$ cat src/rtl/shared_mem_arbiter_if.sv
// Per-core memory and lock handshakes plus the shared synchronous memory port.
// The arbiter takes the slave side; cores and the memory take the master side.
interface shared_mem_arbiter_if #(
    parameter int NCORE = 4
);
    logic [NCORE*16-1:0] core_read_adr;
    logic [NCORE*16-1:0] core_write_adr;
    logic [NCORE*16-1:0] core_write_dat;
    logic [NCORE-1:0]    core_read;
    logic [NCORE-1:0]    core_write;
    logic [NCORE*16-1:0] core_dat;
    logic [NCORE-1:0]    core_ac;
    logic [NCORE*10-1:0] core_lock_adr;
    logic [NCORE-1:0]    core_lock_en;
    logic [NCORE-1:0]    core_unlock_en;
    logic [NCORE-1:0]    core_lock_ac;
    logic [15:0]         mem_adr;
    logic [15:0]         mem_wdat;
    logic                mem_we;
    logic                mem_re;
    logic [15:0]         mem_rdat;

    modport slave (
        input  core_read_adr, core_write_adr, core_write_dat, core_read, core_write,
               core_lock_adr, core_lock_en, core_unlock_en, mem_rdat,
        output core_dat, core_ac, core_lock_ac, mem_adr, mem_wdat, mem_we, mem_re
    );

    modport master (
        output core_read_adr, core_write_adr, core_write_dat, core_read, core_write,
               core_lock_adr, core_lock_en, core_unlock_en, mem_rdat,
        input  core_dat, core_ac, core_lock_ac, mem_adr, mem_wdat, mem_we, mem_re
    );
endinterface

$ cat src/rtl/shared_mem_arbiter.sv
// Round-robin arbiter serializing NCORE cores onto one synchronous memory port,
// plus an independent spin-lock manager holding one 10-bit lock address per core.
module shared_mem_arbiter #(
    parameter int NCORE = 4,
    parameter int LAT   = 1
) (
    input  logic                clk,
    input  logic                reset,
    shared_mem_arbiter_if.slave bus
);

    localparam int IW = $clog2(NCORE);
    localparam int CW = (LAT > 1) ? $clog2(LAT) : 1;

    typedef enum logic [1:0] {
        IDLE,
        ISSUE,
        WAIT,
        RESP
    } state_e;

    // Returns {found, index} of the first set request at or above ptr, wrapping mod NCORE.
    function automatic logic [IW:0] rr_pick(input logic [NCORE-1:0] req, input logic [IW-1:0] ptr);
        logic [IW:0]   idx;
        logic          found;
        logic [IW-1:0] win;
        found = 1'b0;
        win   = '0;
        for (int k = 0; k < NCORE; k++) begin
            idx = {1'b0, ptr} + (IW+1)'(k);
            if (idx >= (IW+1)'(NCORE)) idx = idx - (IW+1)'(NCORE);
            if (!found && req[idx[IW-1:0]]) begin
                found = 1'b1;
                win   = idx[IW-1:0];
            end
        end
        return {found, win};
    endfunction

    function automatic logic [IW-1:0] next_ptr(input logic [IW-1:0] win);
        return (win == IW'(NCORE - 1)) ? '0 : win + 1'b1;
    endfunction

    // Memory FSM state and registered outputs
    state_e              state_q;
    logic [IW-1:0]       rr_ptr_q;
    logic [IW-1:0]       win_q;
    logic                op_we_q;
    logic [CW-1:0]       cnt_q;
    logic [15:0]         mem_adr_q;
    logic [15:0]         mem_wdat_q;
    logic                mem_we_q;
    logic                mem_re_q;
    logic [NCORE-1:0]    core_ac_q;
    logic [NCORE*16-1:0] core_dat_q;

    logic [NCORE-1:0] mem_req;
    logic [IW:0]      mem_pick;
    logic             mem_found;
    logic [IW-1:0]    mem_win;
    logic             sel_we;
    logic [15:0]      sel_adr;
    logic [15:0]      sel_wdat;

    always_comb begin
        // NOTE: every combinational output gets a default before any condition, so no latch is inferred.
        mem_req   = bus.core_read | bus.core_write;
        mem_pick  = rr_pick(mem_req, rr_ptr_q);
        mem_found = mem_pick[IW];
        mem_win   = mem_pick[IW-1:0];
        sel_we    = 1'b0;
        sel_adr   = '0;
        sel_wdat  = '0;
        for (int i = 0; i < NCORE; i++) begin
            if (IW'(i) == mem_win) begin
                sel_we   = bus.core_write[i];
                sel_adr  = bus.core_write[i] ? bus.core_write_adr[16*i +: 16]
                                             : bus.core_read_adr[16*i +: 16];
                sel_wdat = bus.core_write_dat[16*i +: 16];
            end
        end
    end

    always_ff @(posedge clk) begin
        // NOTE: state updates use non-blocking '<=' so every register samples pre-edge values.
        if (reset) begin
            state_q    <= IDLE;
            rr_ptr_q   <= '0;
            win_q      <= '0;
            op_we_q    <= 1'b0;
            cnt_q      <= '0;
            mem_adr_q  <= '0;
            mem_wdat_q <= '0;
            mem_we_q   <= 1'b0;
            mem_re_q   <= 1'b0;
            core_ac_q  <= '0;
            core_dat_q <= '0;
        end else begin
            case (state_q)
                IDLE: begin
                    if (mem_found) begin
                        win_q      <= mem_win;
                        rr_ptr_q   <= next_ptr(mem_win);
                        op_we_q    <= sel_we;
                        mem_adr_q  <= sel_adr;
                        mem_wdat_q <= sel_wdat;
                        mem_we_q   <= sel_we;
                        mem_re_q   <= ~sel_we;
                        state_q    <= ISSUE;
                    end
                end
                ISSUE: begin
                    mem_we_q <= 1'b0;
                    mem_re_q <= 1'b0;
                    if (op_we_q) begin
                        core_ac_q[win_q] <= 1'b1;
                        state_q          <= RESP;
                    end else begin
                        cnt_q   <= CW'(LAT - 1);
                        state_q <= WAIT;
                    end
                end
                WAIT: begin
                    if (cnt_q == '0) begin
                        for (int i = 0; i < NCORE; i++) begin
                            if (IW'(i) == win_q) core_dat_q[16*i +: 16] <= bus.mem_rdat;
                        end
                        core_ac_q[win_q] <= 1'b1;
                        state_q          <= RESP;
                    end else begin
                        cnt_q <= cnt_q - 1'b1;
                    end
                end
                RESP: begin
                    core_ac_q <= '0;
                    state_q   <= IDLE;
                end
                default: state_q <= IDLE;
            endcase
        end
    end

    assign bus.core_ac  = core_ac_q;
    assign bus.core_dat = core_dat_q;
    assign bus.mem_adr  = mem_adr_q;
    assign bus.mem_wdat = mem_wdat_q;
    assign bus.mem_we   = mem_we_q;
    assign bus.mem_re   = mem_re_q;

    // Lock manager
    logic [NCORE-1:0] held_v_q;
    logic [9:0]       held_adr_q [NCORE];
    logic [IW-1:0]    lk_ptr_q;
    logic [NCORE-1:0] lock_ac_q;

    logic [NCORE-1:0] lk_blocked;
    logic [NCORE-1:0] lk_elig;
    logic [IW:0]      lk_pick;
    logic             lk_found;
    logic [IW-1:0]    lk_win;
    logic [9:0]       lk_adr_sel;
    logic [NCORE-1:0] held_v_d;
    logic [NCORE-1:0] lock_ac_d;

    always_comb begin
        lk_blocked = '0;
        for (int i = 0; i < NCORE; i++) begin
            for (int j = 0; j < NCORE; j++) begin
                if (j != i && held_v_q[j] && held_adr_q[j] == bus.core_lock_adr[10*i +: 10])
                    lk_blocked[i] = 1'b1;
            end
        end
        // Unlock from a core suppresses its own lock request this cycle.
        lk_elig    = bus.core_lock_en & ~bus.core_unlock_en & ~lock_ac_q & ~lk_blocked;
        lk_pick    = rr_pick(lk_elig, lk_ptr_q);
        lk_found   = lk_pick[IW];
        lk_win     = lk_pick[IW-1:0];
        lk_adr_sel = '0;
        held_v_d   = held_v_q & ~bus.core_unlock_en;
        lock_ac_d  = bus.core_unlock_en;
        for (int i = 0; i < NCORE; i++) begin
            if (lk_found && IW'(i) == lk_win) begin
                held_v_d[i]  = 1'b1;
                lock_ac_d[i] = 1'b1;
                lk_adr_sel   = bus.core_lock_adr[10*i +: 10];
            end
        end
    end

    always_ff @(posedge clk) begin
        if (reset) begin
            held_v_q  <= '0;
            lk_ptr_q  <= '0;
            lock_ac_q <= '0;
        end else begin
            held_v_q  <= held_v_d;
            lock_ac_q <= lock_ac_d;
            if (lk_found) lk_ptr_q <= next_ptr(lk_win);
        end
    end

    // NOTE: held_adr_q is deliberately not reset; held_v_q qualifies every entry.
    always_ff @(posedge clk) begin
        if (!reset && lk_found) held_adr_q[lk_win] <= lk_adr_sel;
    end

    assign bus.core_lock_ac = lock_ac_q;

endmodule
$ cat src/flat_wrapper.sv
// flat-port wrapper written by rule: the top's interface ports become plain ports
module shared_mem_arbiter_flat 
#(
    parameter int NCORE = 4,
    parameter int LAT   = 1
)
  (clk, reset, bus_core_read_adr, bus_core_write_adr, bus_core_write_dat, bus_core_read, bus_core_write, bus_core_lock_adr, bus_core_lock_en, bus_core_unlock_en, bus_mem_rdat, bus_core_dat, bus_core_ac, bus_core_lock_ac, bus_mem_adr, bus_mem_wdat, bus_mem_we, bus_mem_re);
  shared_mem_arbiter_if #(.NCORE(NCORE)) bus_i ();
  input  logic clk;
  input  logic reset;
  input wire logic [$bits(bus_i.core_read_adr)-1:0] bus_core_read_adr;
  input wire logic [$bits(bus_i.core_write_adr)-1:0] bus_core_write_adr;
  input wire logic [$bits(bus_i.core_write_dat)-1:0] bus_core_write_dat;
  input wire logic [$bits(bus_i.core_read)-1:0] bus_core_read;
  input wire logic [$bits(bus_i.core_write)-1:0] bus_core_write;
  input wire logic [$bits(bus_i.core_lock_adr)-1:0] bus_core_lock_adr;
  input wire logic [$bits(bus_i.core_lock_en)-1:0] bus_core_lock_en;
  input wire logic [$bits(bus_i.core_unlock_en)-1:0] bus_core_unlock_en;
  input wire logic [$bits(bus_i.mem_rdat)-1:0] bus_mem_rdat;
  output wire logic [$bits(bus_i.core_dat)-1:0] bus_core_dat;
  output wire logic [$bits(bus_i.core_ac)-1:0] bus_core_ac;
  output wire logic [$bits(bus_i.core_lock_ac)-1:0] bus_core_lock_ac;
  output wire logic [$bits(bus_i.mem_adr)-1:0] bus_mem_adr;
  output wire logic [$bits(bus_i.mem_wdat)-1:0] bus_mem_wdat;
  output wire logic [$bits(bus_i.mem_we)-1:0] bus_mem_we;
  output wire logic [$bits(bus_i.mem_re)-1:0] bus_mem_re;
  assign bus_i.core_read_adr = bus_core_read_adr;
  assign bus_i.core_write_adr = bus_core_write_adr;
  assign bus_i.core_write_dat = bus_core_write_dat;
  assign bus_i.core_read = bus_core_read;
  assign bus_i.core_write = bus_core_write;
  assign bus_i.core_lock_adr = bus_core_lock_adr;
  assign bus_i.core_lock_en = bus_core_lock_en;
  assign bus_i.core_unlock_en = bus_core_unlock_en;
  assign bus_i.mem_rdat = bus_mem_rdat;
  assign bus_core_dat = bus_i.core_dat;
  assign bus_core_ac = bus_i.core_ac;
  assign bus_core_lock_ac = bus_i.core_lock_ac;
  assign bus_mem_adr = bus_i.mem_adr;
  assign bus_mem_wdat = bus_i.mem_wdat;
  assign bus_mem_we = bus_i.mem_we;
  assign bus_mem_re = bus_i.mem_re;
  shared_mem_arbiter #(.NCORE(NCORE), .LAT(LAT)) u_core (.clk(clk), .reset(reset), .bus(bus_i));
endmodule
$ cat config.mk
export PLATFORM = sky130hd
export DESIGN_NAME = shared_mem_arbiter_flat
export DESIGN_NICKNAME = d
export VERILOG_FILES = /design/src/rtl/shared_mem_arbiter_if.sv /design/src/rtl/shared_mem_arbiter.sv /design/src/flat_wrapper.sv
export SDC_FILE = /design/constraint.sdc
export NUM_CORES = 1
export LEC_CHECK = 0
export ABC_AREA = 0
export CAP_MARGIN = 40
export CORE_ASPECT_RATIO = 1.25
export CORE_MARGIN = 2
export CORE_UTILIZATION = 40
export CTS_CLUSTER_SIZE = 10
export DETAILED_ROUTE_END_ITERATION = 7
export PLACE_DENSITY_LB_ADDON = 0.15
export SYNTH_ARGS = -nofsm -noshare
export SYNTH_HDL_FRONTEND = slang
export SYNTH_SLANG_ARGS = --single-unit
$ cat constraint.sdc
create_clock -name clk -period 3.4 [get_ports clk]
set_input_delay 0.85 -clock clk [delete_from_list [all_inputs] [get_ports clk]]
set_output_delay 0.85 -clock clk [all_outputs]
set_load 0.01 [all_outputs]
==> results.md, run 1 <==
- Die Ht: 172 µm
- Vias/cell: 5.28
- CTS tree: done
- Worst hold path class: flop to flop
- Top Ports: 372
- Final Critical Period: 3.34 ns
- Final WL: 35200 µm
- Sequential area share after synthesis: 39.7%
- Worst slew pin tran: 0.746 ns
- Setup crit end kind: flop
- Hold Crit Depth: 2
- Num CTS Buffers: 17
- Fill cell count: 1895
- DRT Pass-1 Iters: 7
- Total Power: 8.75 mW
- Gr ovfl total: 0
- Area of the core: 22200 µm²
- Via count: 9466
- IO Port Bufs: 371
- Commonest non-fill, non-tap cell in the layout: clkdlybuf4s50_1
- Drt drc: 0
- Hold Startpoint: u_core.bus.mem_adr[7]
- Detailed placement HPWL: 27700 µm
- CTS Root Cell: clkbuf_16
- YS warnings: 0
- Core Rows: 61
- Slew Limit Fails: 0
- Hold Path Sink: u_core.bus.mem_adr[7]
- Tot GR Track Use: 28.7%
- Largest net degree at the start of global routing: 46
- CTS Sinks: 159
- Critical path type: primary input to flop
- Power per cell area: 595 nW/µm²
- Synth Area per Inst: 8.39 µm²
- Final cell count without fillers: 1793
- Worst path arrival time: 3.52 ns
- Antenna fix cells: 0
- First-pass GRT wire length: 52800 µm
- Yosys top cell by area: dfxtp_1
- Die ar.: 23800 µm²
- Post-synthesis register bit count: 159
- Reg2reg end: u_core.held_adr_q[1][3]
- Number of global-route vias before repair: 9268
- Drt wl/cell: 19.7 µm
- P_leak: 5.35 nW
- DRT iter0 DRCs: 582
- Placer Congestion: 0.990
- Die X: 138 µm
- Critical Path RT: 3.57 ns
- Placed cell area: 13600 µm²
- Post-synthesis cell count: 1076
- Fin crit share: 98.3%
- F_max: 299 MHz
- Status: finished, final reports clean
- Syn Nets: 1355
- Post-route ant nets: 0
- Top post-synthesis cells by area: dfxtp_1, edfxtp_1, xnor2_1, nand2_1, a21oi_1
- Initial Utilization: 40.6%
- Synth Cell Area: 9020 µm²
- Reg2reg path depth: 16
- RR Startpoint: u_core.held_adr_q[1][8]
- Hold_buf cts: 0
- Max Cap Viol: 0
- Relative slew slack: 50.1%
- Clock slew at reported path FFs: 0.07 ns
- Critical Path Fanout Max: 6
- Design Area, Final: 14700 µm²
- Share of cells above drive strength 1: 18.0%
- R2R setup slack: 0.18 ns
- H-tree depth: 4
- Clock Tree Buf Depth: 2
- Placed Cells incl. Taps: 1751
- Startpoint types: primary input
- Yosys top cell area share: 26.4%
- Post-synthesis cell type count: 42
- Most frequent cells in the layout: clkdlybuf4s50_1, nand2_1, a21oi_1, dfxtp_1, xnor2_1
- Final hold vios: 0
- Total Nets Final: 1776
- Worst VDD drop: 0.373 mV
- Setup TNS: 0 ns
- Area added between synthesis and finish: 63.0%
- Clk_lat worst skew: 0.44 ns
- Finish-stage setup viols: 0
- Setup Skew: 0.0117 ns
- Initial antenna violation count: 0
-- worst max-delay path, cell delays in order --
cell and delay [ns]:
clkdlybuf4s50_1 0.45, nor3b_2 0.22, buf_4 0.17, o31ai_4 0.07
nor3_4 0.26, a21oi_1 0.10, or3_1 0.33, nand3b_1 0.14
buf_4 0.14, ha_4 0.16, buf_6 0.13, nor2_1 0.05
a21oi_1 0.11, o21ai_0 0.09, mux2i_1 0.17, nor2_2 0.08
-- kinds of logic after synthesis --
| kind of cell | synth area share [%] |
|---|---|
| xor+xnor | 11.6 |
| fa+ha+maj | 1.80 |
| buf+inv | 3.66 |
| mux | 8.76 |
| compound gates | 16.9 |
| flops | 39.7 |
| simple gates | 17.5 |
-- metal layers --
metal	up-vias	GRT usage, %	part of all wire, %
met4	0	11.0	3.5
met5	-	0	0
li1	4607	-	-
met3	71	5.43	5.6
met1	4384	34.0	39
met2	404	51.7	52
-- Yosys cell counts, drive strengths merged --
| master | n |
|---|---|
| or3 | 3 |
| nand2b | 5 |
| and2 | 6 |
| mux2 | 32 |
| a22oi | 17 |
| clkbuf | 63 |
| nor2 | 74 |
| and3 | 3 |
| inv | 13 |
| nand4 | 25 |
| ha | 13 |
| nor2b | 2 |
| o21a | 1 |
| mux2i | 43 |
| a31oi | 3 |
| a211oi | 4 |
| o31ai | 4 |
| nand3b | 2 |
| or2 | 2 |
| dfxtp | 119 |
| edfxtp | 40 |
| xnor2 | 120 |
| o32a | 1 |
| buf | 9 |
| nor3b | 4 |
| nand3 | 17 |
| a21o | 1 |
| o21ai | 30 |
| nor3 | 13 |
| o211ai | 32 |
| a221oi | 19 |
| and3b | 1 |
| nor4 | 2 |
| o32ai | 2 |
| a21oi | 143 |
| nand2 | 208 |
-- through the flow --
step	util, %	hold WS, ns	worst slack (ns)
4_1_cts	64.9	0.455	0.00398
5_1_grt	66.2	0.470	-0.0125
2_1_floorplan	-	0.463	0.0241
6_report	66.2	0.453	0.0570
3_3_place_gp	61.3	0.441	-0.732
3_5_place_dp	61.4	0.446	-0.780
-- worst max-delay path by stage --
| stage | from | endpoint |
|---|---|---|
| detailed placement | bus_core_lock_adr[31] | u_core.held_adr_q[1][6] |
| global placement | bus_core_lock_adr[21] | u_core.held_adr_q[0][3] |
| CTS | bus_core_unlock_en[3] | u_core.held_adr_q[2][2] |
| finish | bus_core_unlock_en[0] | u_core.held_adr_q[1][3] |
| global route | bus_core_lock_adr[39] | u_core.held_adr_q[1][3] |
| floorplan | bus_core_write[0] | u_core.bus.mem_adr[0] |
-- final cells by class --
cell class              instances  area (µm²)  share of cell area, %
clock inverters                15         171                   1.17
repair buffers                474        4510                   30.6
multi-input cells             832        5620                   38.2
clock buffers                  17         425                   2.89
well taps                     283         354                   2.41
flip-flops and latches        159        3580                   24.4
inverters                      13        48.8                  0.332
-- state kept, by name (all words and copies together) (netlist names) --
register,flops
u_core.bus.core_dat,64
u_core.held_v_q,4
u_core.bus.mem_adr,16
u_core.lk_ptr_q,2
u_core.op_we_q,1
u_core.held_adr_q,40
u_core.bus.core_lock_ac,4
u_core.rr_ptr_q,2
u_core.bus.mem_re,1
u_core.win_q,2
u_core.bus.mem_we,1
u_core.bus.mem_wdat,16
u_core.bus.core_ac,4
u_core.state_q,2
-- report_power, final --
group	internal, mW	total (mW)	switching, mW
Sequential	2.31	2.55	0.240
Clock	0.985	1.89	0.901
Combinational	2.07	4.31	2.24
Total	5.36	8.75	3.39
-- what timing repair did --
item	CTS	global route
cloned	1	0
gates resized for setup	91	113
hold endpoints to repair	0	0
buffers inserted	1	9
pin swaps	17	52
endpoints found under the setup margin	81	71
No activity file was read; power rests on OpenSTA's default activity.
==> inputs of run 2 (changes only) <==
--- a/config.mk
+++ b/config.mk
@@ -13,6 +13,7 @@
 export CTS_CLUSTER_SIZE = 10
 export DETAILED_ROUTE_END_ITERATION = 7
 export PLACE_DENSITY_LB_ADDON = 0.15
+export SLEW_MARGIN = 20
 export SYNTH_ARGS = -nofsm -noshare
 export SYNTH_HDL_FRONTEND = slang
 export SYNTH_SLANG_ARGS = --single-unit
==> results of run 2 <==
Final layout, timing and power as in run 1 (identical DEF).
